--- src/rtl/demux4_reg.sv ---
// Registered 1-to-4 demultiplexer with per-channel holding registers,
// explicit or round-robin destination select and a saturating stall counter.

module demux4_chan #(
    parameter int WIDTH = 1
) (
    input  logic             clk,
    input  logic             rst,
    input  logic             load,
    input  logic             ack,
    input  logic [WIDTH-1:0] din,
    output logic [WIDTH-1:0] dout,
    output logic             vld
);
    // A load wins over an ack so a simultaneous ack+load refills without a bubble.
    always_ff @(posedge clk or posedge rst) begin
        if (rst) begin
            dout <= '0;
            vld  <= 1'b0;
        end else if (load) begin
            dout <= din;
            vld  <= 1'b1;
        end else if (ack) begin
            vld  <= 1'b0;
        end
    end
endmodule

module demux4_reg #(
    parameter int WIDTH = 1
) (
    input  logic             Clk,
    input  logic             Reset,
    input  logic [1:0]       Se1,
    input  logic             Mode,
    input  logic             InValid,
    input  logic [WIDTH-1:0] In,
    output logic             InReady,
    output logic [WIDTH-1:0] Out1,
    output logic [WIDTH-1:0] Out2,
    output logic [WIDTH-1:0] Out3,
    output logic [WIDTH-1:0] Out4,
    output logic             Valid1,
    output logic             Valid2,
    output logic             Valid3,
    output logic             Valid4,
    input  logic             Ack1,
    input  logic             Ack2,
    input  logic             Ack3,
    input  logic             Ack4,
    output logic [7:0]       DropCount
);
    localparam int NUM_LANES = 4;

    logic [NUM_LANES-1:0]            ack;
    logic [NUM_LANES-1:0]            vld;
    logic [NUM_LANES-1:0]            load;
    logic [NUM_LANES-1:0][WIDTH-1:0] dout;
    logic [1:0]                      rr_ptr;
    logic [1:0]                      tgt;
    logic                            xfer;

    assign ack     = {Ack4, Ack3, Ack2, Ack1};
    assign tgt     = Mode ? rr_ptr : Se1;
    // Ready follows the target's occupancy only; a same-cycle ack frees the slot.
    assign InReady = ~vld[tgt] | ack[tgt];
    assign xfer    = InValid & InReady;

    generate
        for (genvar k = 0; k < NUM_LANES; k++) begin : g_chan
            assign load[k] = xfer && (tgt == 2'(k));
            demux4_chan #(.WIDTH(WIDTH)) u_chan (
                .clk  (Clk),
                .rst  (Reset),
                .load (load[k]),
                .ack  (ack[k]),
                .din  (In),
                .dout (dout[k]),
                .vld  (vld[k])
            );
        end
    endgenerate

    assign {Out4, Out3, Out2, Out1}         = {dout[3], dout[2], dout[1], dout[0]};
    assign {Valid4, Valid3, Valid2, Valid1} = vld;

    always_ff @(posedge Clk or posedge Reset) begin
        if (Reset) begin
            rr_ptr    <= 2'b00;
            DropCount <= 8'd0;
        end else begin
            if (xfer && Mode)
                rr_ptr <= rr_ptr + 2'd1;
            if (InValid && !InReady && DropCount != 8'hFF)
                DropCount <= DropCount + 8'd1;
        end
    end
endmodule

--- config.mk ---
export PLATFORM = sky130hd
export DESIGN_NAME = demux4_reg
export DESIGN_NICKNAME = d
export VERILOG_FILES = /design/src/rtl/demux4_reg.sv
export SDC_FILE = /design/constraint.sdc
export NUM_CORES = 1
export LEC_CHECK = 0
export CAP_MARGIN = 20
export CORE_MARGIN = 2
export CORE_UTILIZATION = 41
export CTS_CLUSTER_SIZE = 8
export DETAILED_ROUTE_END_ITERATION = 7
export PLACE_DENSITY = 0.73
export SYNTH_ARGS = -nofsm -noshare
export SYNTH_HDL_FRONTEND = slang
export SYNTH_HIERARCHICAL = 1
export SYNTH_SLANG_ARGS = --single-unit
--- constraint.sdc ---
create_clock -name Clk -period 1.8 [get_ports Clk]
set_clock_uncertainty 0.1 [all_clocks]
set_input_delay 0.18 -clock Clk [delete_from_list [all_inputs] [get_ports Clk]]
set_output_delay 0.18 -clock Clk [all_outputs]
set_load 0.03 [all_outputs]
==> results.cfg, run 1 <==
[status]
status = finished, violations left
violations = negative setup slack

[global_routing]
grt_start_max_net_pins = 11
gr-total-overflow = 0
grt_pass1_vias = 848
track_usage_pct = 19.1
antenna_found_initial = 0
grt_pass1_wl_um = 3700

[placed_design]
dp_hpwl_um = 1750
post-place-cells = 158
globalplace.congestion = 0.795
portBuffers = 27
dp_slack_ps = -408
place_area_um2 = 1370

[setup_path]
slowest_delay_ps = 430
setup.worst_path.start_class = flip-flop
endpoint_kind = output pin
arrival_ps = 1640
worstSetupPathType = reg2out
cp_slowest_cell = dfrtp_1
cp_cell_sequence = mux2i_4 > mux2i_2 > buf_4 > mux2_4 > buf_6
r2r_cells = 6
crit_fanout = 3
cp.required_ps = 1520

[route]
via_count = 818
viasPerCell = 4.96
drc = 0
wire_per_inst_um = 13.5
ant_nets = 0
wl_um = 2240
firstDrtPassIters = 4
drt-initial-drc-count = 13

[synth]
ys_warn_count = 6
synth_xor_area_share_pct = 6.46
synth-simple-area-share_pct = 14.4
seq_area_frac_synth_pct = 47.5
synth-seq-cells = 18
synth_cell_types = 22
synthMuxAreaShare_pct = 15.8
synth_area_um2 = 948
avgSynthCellArea_um2 = 10.7
syn_inst = 89
synthAdderAreaFrac_pct = 1.32
synthesis.nets = 101
synth_top_family_by_area = multiplexers
synth_compound_area_share_pct = 10.2

[pwr]
power_mw = 1.98
cellLeakagePower_nw = 0.673
power_density_nw_per_um2 = 1370
peakVddDrop_v = 0.000950

[finish]
fin_cells = 165
area_growth_pct = 52.4
final_cell_mix = clkdlybuf4s50_1, dfrtp_1, buf_4
diodes = 0
final_layout_size_suffix_gt1_share_pct = 29.9
layout_commonest_cell = clkdlybuf4s50_1
post-route-util_pct = 66.0
layout.nets = 150
final_cell_area_um2 = 1450

[sta]
period_needed_ps = 1920
maxSlewHeadroom_pct = 73.0
worst_pin_slew_ps = 405
hold_viol = 0
setup_violations = 1
fin_ws_ps = -123
finalMaxSlewViolations = 0
rsz0062_at_grt = yes
fmax_mhz = 520
finalCritPeriodShare_pct = 107

[hold_path]
hold_class = in2async

[clock_network]
root_buffer = clkbuf_4
clock_path_buffers = 2
cts_buffers = 3
path_clk_slew_ps = 110
htree_num_levels = 1
worstSkewPairLatency_ps = 300
cts_sinks = 18
cts_tree = built

[floorplanning]
die_area_um2 = 2710
dieHeight_um = 52.1
design.portCount = 28
start_util_pct = 43.3
rows = 17
die_w_um = 52.1
design.core.area_um2 = 2190

[job]
maxCapViolCount = 0
[power breakdown]
group	internal, mW	leakage, nW	switching (mW)
clock	0.123	0.0210	0.134
combinational	0.555	0.422	0.519
sequential	0.537	0.230	0.113
total	1.22	0.673	0.766
[area by class of cell]
type                       instances  area, um2
tap                               28       35.0
inverter                          11       41.3
fill                             177        746
sequential                        18        450
clock buffer                       4       36.3
timing repair buffer              44        398
multi-input combinational         60        484
[per-stage QoR]
step / hold WS (ps) / setup TNS, ps
after global routing: 60.1 / -205
final: 50.3 / -123
after global placement: 380 / -4240
after detailed placement: 378 / -5440
after floorplan: -179 / 0
after CTS: 40.1 / -125
[cell usage after synthesis]
| cell type | number | share of area, % |
|---|---|---|
| o22ai_4 | 1 | 2.1 |
| nand2b_1 | 2 | 1.3 |
| nor2b_1 | 4 | 2.6 |
| nand3_1 | 4 | 2.1 |
| mux2i_1 | 5 | 5.3 |
| o21ai_2 | 1 | 0.92 |
| and3_2 | 1 | 0.79 |
| mux2_2 | 1 | 1.2 |
| ha_1 | 1 | 1.3 |
| nor2_1 | 6 | 2.4 |
| nand4_1 | 2 | 1.3 |
| xnor2_1 | 6 | 5.5 |
| xor2_1 | 1 | 0.92 |
| mux2i_2 | 1 | 1.5 |
| a21o_2 | 4 | 3.7 |
| nor3_1 | 2 | 1.1 |
| nand2_1 | 7 | 2.8 |
| a31oi_1 | 2 | 1.3 |
| a21oi_1 | 4 | 2.1 |
| inv_1 | 11 | 4.4 |
| mux2_4 | 5 | 7.9 |
| dfrtp_1 | 18 | 47 |
[flip-flops by register name, indices dropped and copies added, names as in the netlist]
register / count
DropCount: 8
rr_ptr: 2
g_chan.u_chan/dout: 4
g_chan.u_chan/vld: 4
[what timing repair did]
item	CTS	global route
hold endpoints to repair	0	0
hold buffers	0	0
resized for setup	5	1
buffers inserted	2	1
endpoints found under the setup margin	8	4
pin swaps	0	1
cloned	0	0
[path summary, 6_finish.rpt]
kind	start	slack (ps)	endpoint
setup / recovery	rr_ptr[1]$_DFFE_PP0P_	-120	InReady
hold / removal	Reset	50	g_chan[3].u_chan/dout$_DFFE_PP0P_
setup reg to reg	rr_ptr[0]$_DFFE_PP0P_	40	g_chan[1].u_chan/dout$_DFFE_PP0P_
hold reg to reg	DropCount[5]$_DFFE_PP0P_	420	DropCount[5]$_DFFE_PP0P_
max in group asynchronous	Reset	1110	rr_ptr[1]$_DFFE_PP0P_
min in group Clk	Ack3	400	g_chan[2].u_chan/vld$_DFFE_PP0P_
[metal layers]
metal	up-vias	routed length [um]	GRT usage [%]
li1	393	-	-
met1	397	1000	23.5
met2	24	1130	32.7
met3	4	83	4.31
met4	0	16	6.58
met5	-	0	0
[worst max-delay path: cells and delay by family, from the launching register on]
family	cells	cell delay, ps
buffers and inverters	2	270
flip-flops	1	430
multiplexers	3	650
[cell families after synthesis]
logic type	count (synthesis)
DFF	18
AOI/OAI and AO/OA	12
and+or+nand+nor	28
muxes	12
xor gates and xnor gates	7
buffers and inverters	11
adders and majority gates	1
(Power assumes the default switching activity.)
==> run 2, diff against run 1 <==
Settings changed: CAP_MARGIN 20 to not set.
==> results of run 2 <==
The final DEF is identical to that of run 1; final timing and power are the same.
==> run 3, diff against run 2 <==
Settings changed: SETUP_SLACK_MARGIN set to 0.4.
==> results.cfg, run 3 (synthesized netlist as in run 1, its figures left out) <==
[finish]
layout.nets = 154
area_growth_pct = 66.0
ff_latch_area_um2 = 460
regMostFlops = DropCount
largest_register_ffs = 8
final_cell_area_um2 = 1570
post-route-util_pct = 71.8
final_layout_size_suffix_gt1_share_pct = 55.3
final_cell_mix = buf_4, inv_1, dfrtp_1
reg.largest.list = DropCount x8, g_chan.u_chan/dout x4, g_chan.u_chan/vld x4
diodes = 0
multi_input_area_um2 = 581
layout_commonest_cell = buf_4
fin_cells = 169
fillers = 154

[global_routing]
grtUsageMet3_pct = 5.46
antenna_found_initial = 0
gr-total-overflow = 0
met1_usage_pct = 26.0
use_met2_pct = 30.2
track_usage_pct = 19.8
grt_start_max_net_pins = 11
grt_pass1_vias = 856
top_usage_layer = met2
grt_pass1_wl_um = 3870

[sta]
finalSetupTns_ps = -150
rsz0062_at_grt = yes
worst_pin_slew_ps = 502
fmax_mhz = 531
holdWs_ps = 85.5
period_needed_ps = 1880
setup_violations = 4
fin_ws_ps = -81.8
finalCritPeriodShare_pct = 105
maxSlewHeadroom_pct = 66.3
hold_viol = 0
finalMaxSlewViolations = 0

[floorplanning]
start_util_pct = 43.3
rows = 17
design.core.area_um2 = 2190
design.portCount = 28
dieHeight_um = 52.1
die_w_um = 52.1
die_area_um2 = 2710

[clock_network]
cts_tree = built
root_buffer = clkbuf_4
path_clk_slew_ps = 100
cts_sinks = 18
htree_num_levels = 1
ctsHoldBuffers = 0
cts_buffers = 3
worstSkewPairLatency_ps = 300
clock_path_buffers = 2

[hold_path]
hold_class = in2async

[placed_design]
dp_hpwl_um = 1660
post-place-cells = 155
place_area_um2 = 1380
globalplace.congestion = 0.809
dp_slack_ps = -510
portBuffers = 27

[setup_path]
worstSetupPathType = reg2out
cp_slowest_cell = dfrtp_1
crit_family = multiplexers
crit_fanout = 4
path_common_cell = mux2i_4
arrival_ps = 1600
slowest_delay_ps = 430
cp.required_ps = 1520
endpoint_kind = output pin
cp_cell_sequence = mux2i_4 > mux2i_4 > mux2_4 > buf_6
cp_num_buf_inv = 1
setup.worst_path.start_class = flip-flop

[route]
drc = 0
via_count = 831
viasPerCell = 4.92
firstDrtPassIters = 4
wl_um = 2460
wire_per_inst_um = 14.6
ant_nets = 0
drt-initial-drc-count = 14

[pwr]
power_density_nw_per_um2 = 1320
power_mw = 2.07
cellLeakagePower_nw = 0.735
peakVddDrop_v = 0.000890

[job]
maxCapViolCount = 0

[status]
status = finished, violations left
violations = negative setup slack
==> run 3: cell types whose count changed in the layout (fill, tap and decap cells not counted), moves of 4 or more <==
| cell | delta |
|---|---|
| clkdlybuf4s50_1 | -16 |
| dfrtp_1 | -8 |
| dfrtp_2 | +8 |
| clkbuf_2 | +6 |
| buf_6 | +5 |
| clkdlybuf4s15_1 | +5 |
| a21oi_1 | -4 |
| a21oi_2 | +4 |
| clkdlybuf4s15_2 | +4 |
==> run 3: worst register-to-register path: cells and delay by family (launching register included) <==
| kind | cells | cell delay (ps) |
|---|---|---|
| compound gates | 1 | 200 |
| xor+xnor | 1 | 170 |
| buf+inv | 3 | 430 |
| flops | 1 | 430 |
| mux | 2 | 390 |
| simple gates | 1 | 60 |
==> run 3: power by group <==
group | total, mW | switching [mW] | internal [mW]
Combinational | 1.14 | 0.574 | 0.570
Sequential | 0.676 | 0.129 | 0.547
Clock | 0.253 | 0.129 | 0.124
Total | 2.07 | 0.832 | 1.24
==> run 3: cell type report <==
| class | count | area share, % |
|---|---|---|
| repair buffers | 48 | 26.7 |
| inverters | 11 | 2.62 |
| multi-input cells | 60 | 36.9 |
| well taps | 28 | 2.23 |
| flip-flops and latches | 18 | 29.3 |
| clock buffers | 4 | 2.31 |
==> run 3: what timing repair did <==
action                                  CTS  global route
gates cloned                              0             0
endpoints found under the hold margin     0             0
pin swaps                                 2            11
endpoints found under the setup margin   35            33
gates resized for setup                  42            27
setup buffers                             6             4
==> run 3: path summary, 6_finish.rpt <==
check	startpoint	endpoint	slack, ps	depth (start not counted)
setup / recovery	rr_ptr[1]$_DFFE_PP0P_	InReady	-80	4
hold / removal	Reset	g_chan[1].u_chan/vld$_DFFE_PP0P_	90	2
setup reg to reg	rr_ptr[1]$_DFFE_PP0P_	DropCount[4]$_DFFE_PP0P_	-40	8
hold reg to reg	g_chan[1].u_chan/vld$_DFFE_PP0P_	g_chan[1].u_chan/vld$_DFFE_PP0P_	410	1
max in group asynchronous	Reset	DropCount[0]$_DFFE_PP0P_	1060	2
min in group Clk	Ack1	g_chan[0].u_chan/vld$_DFFE_PP0P_	390	3
==> run 3: layer usage <==
metal	share of wire, %	up-vias	wire length [um]
met3	3.2	0	80
li1	-	409	-
met2	54	18	1330
met1	43	404	1050
met5	0	-	0
met4	0	0	0
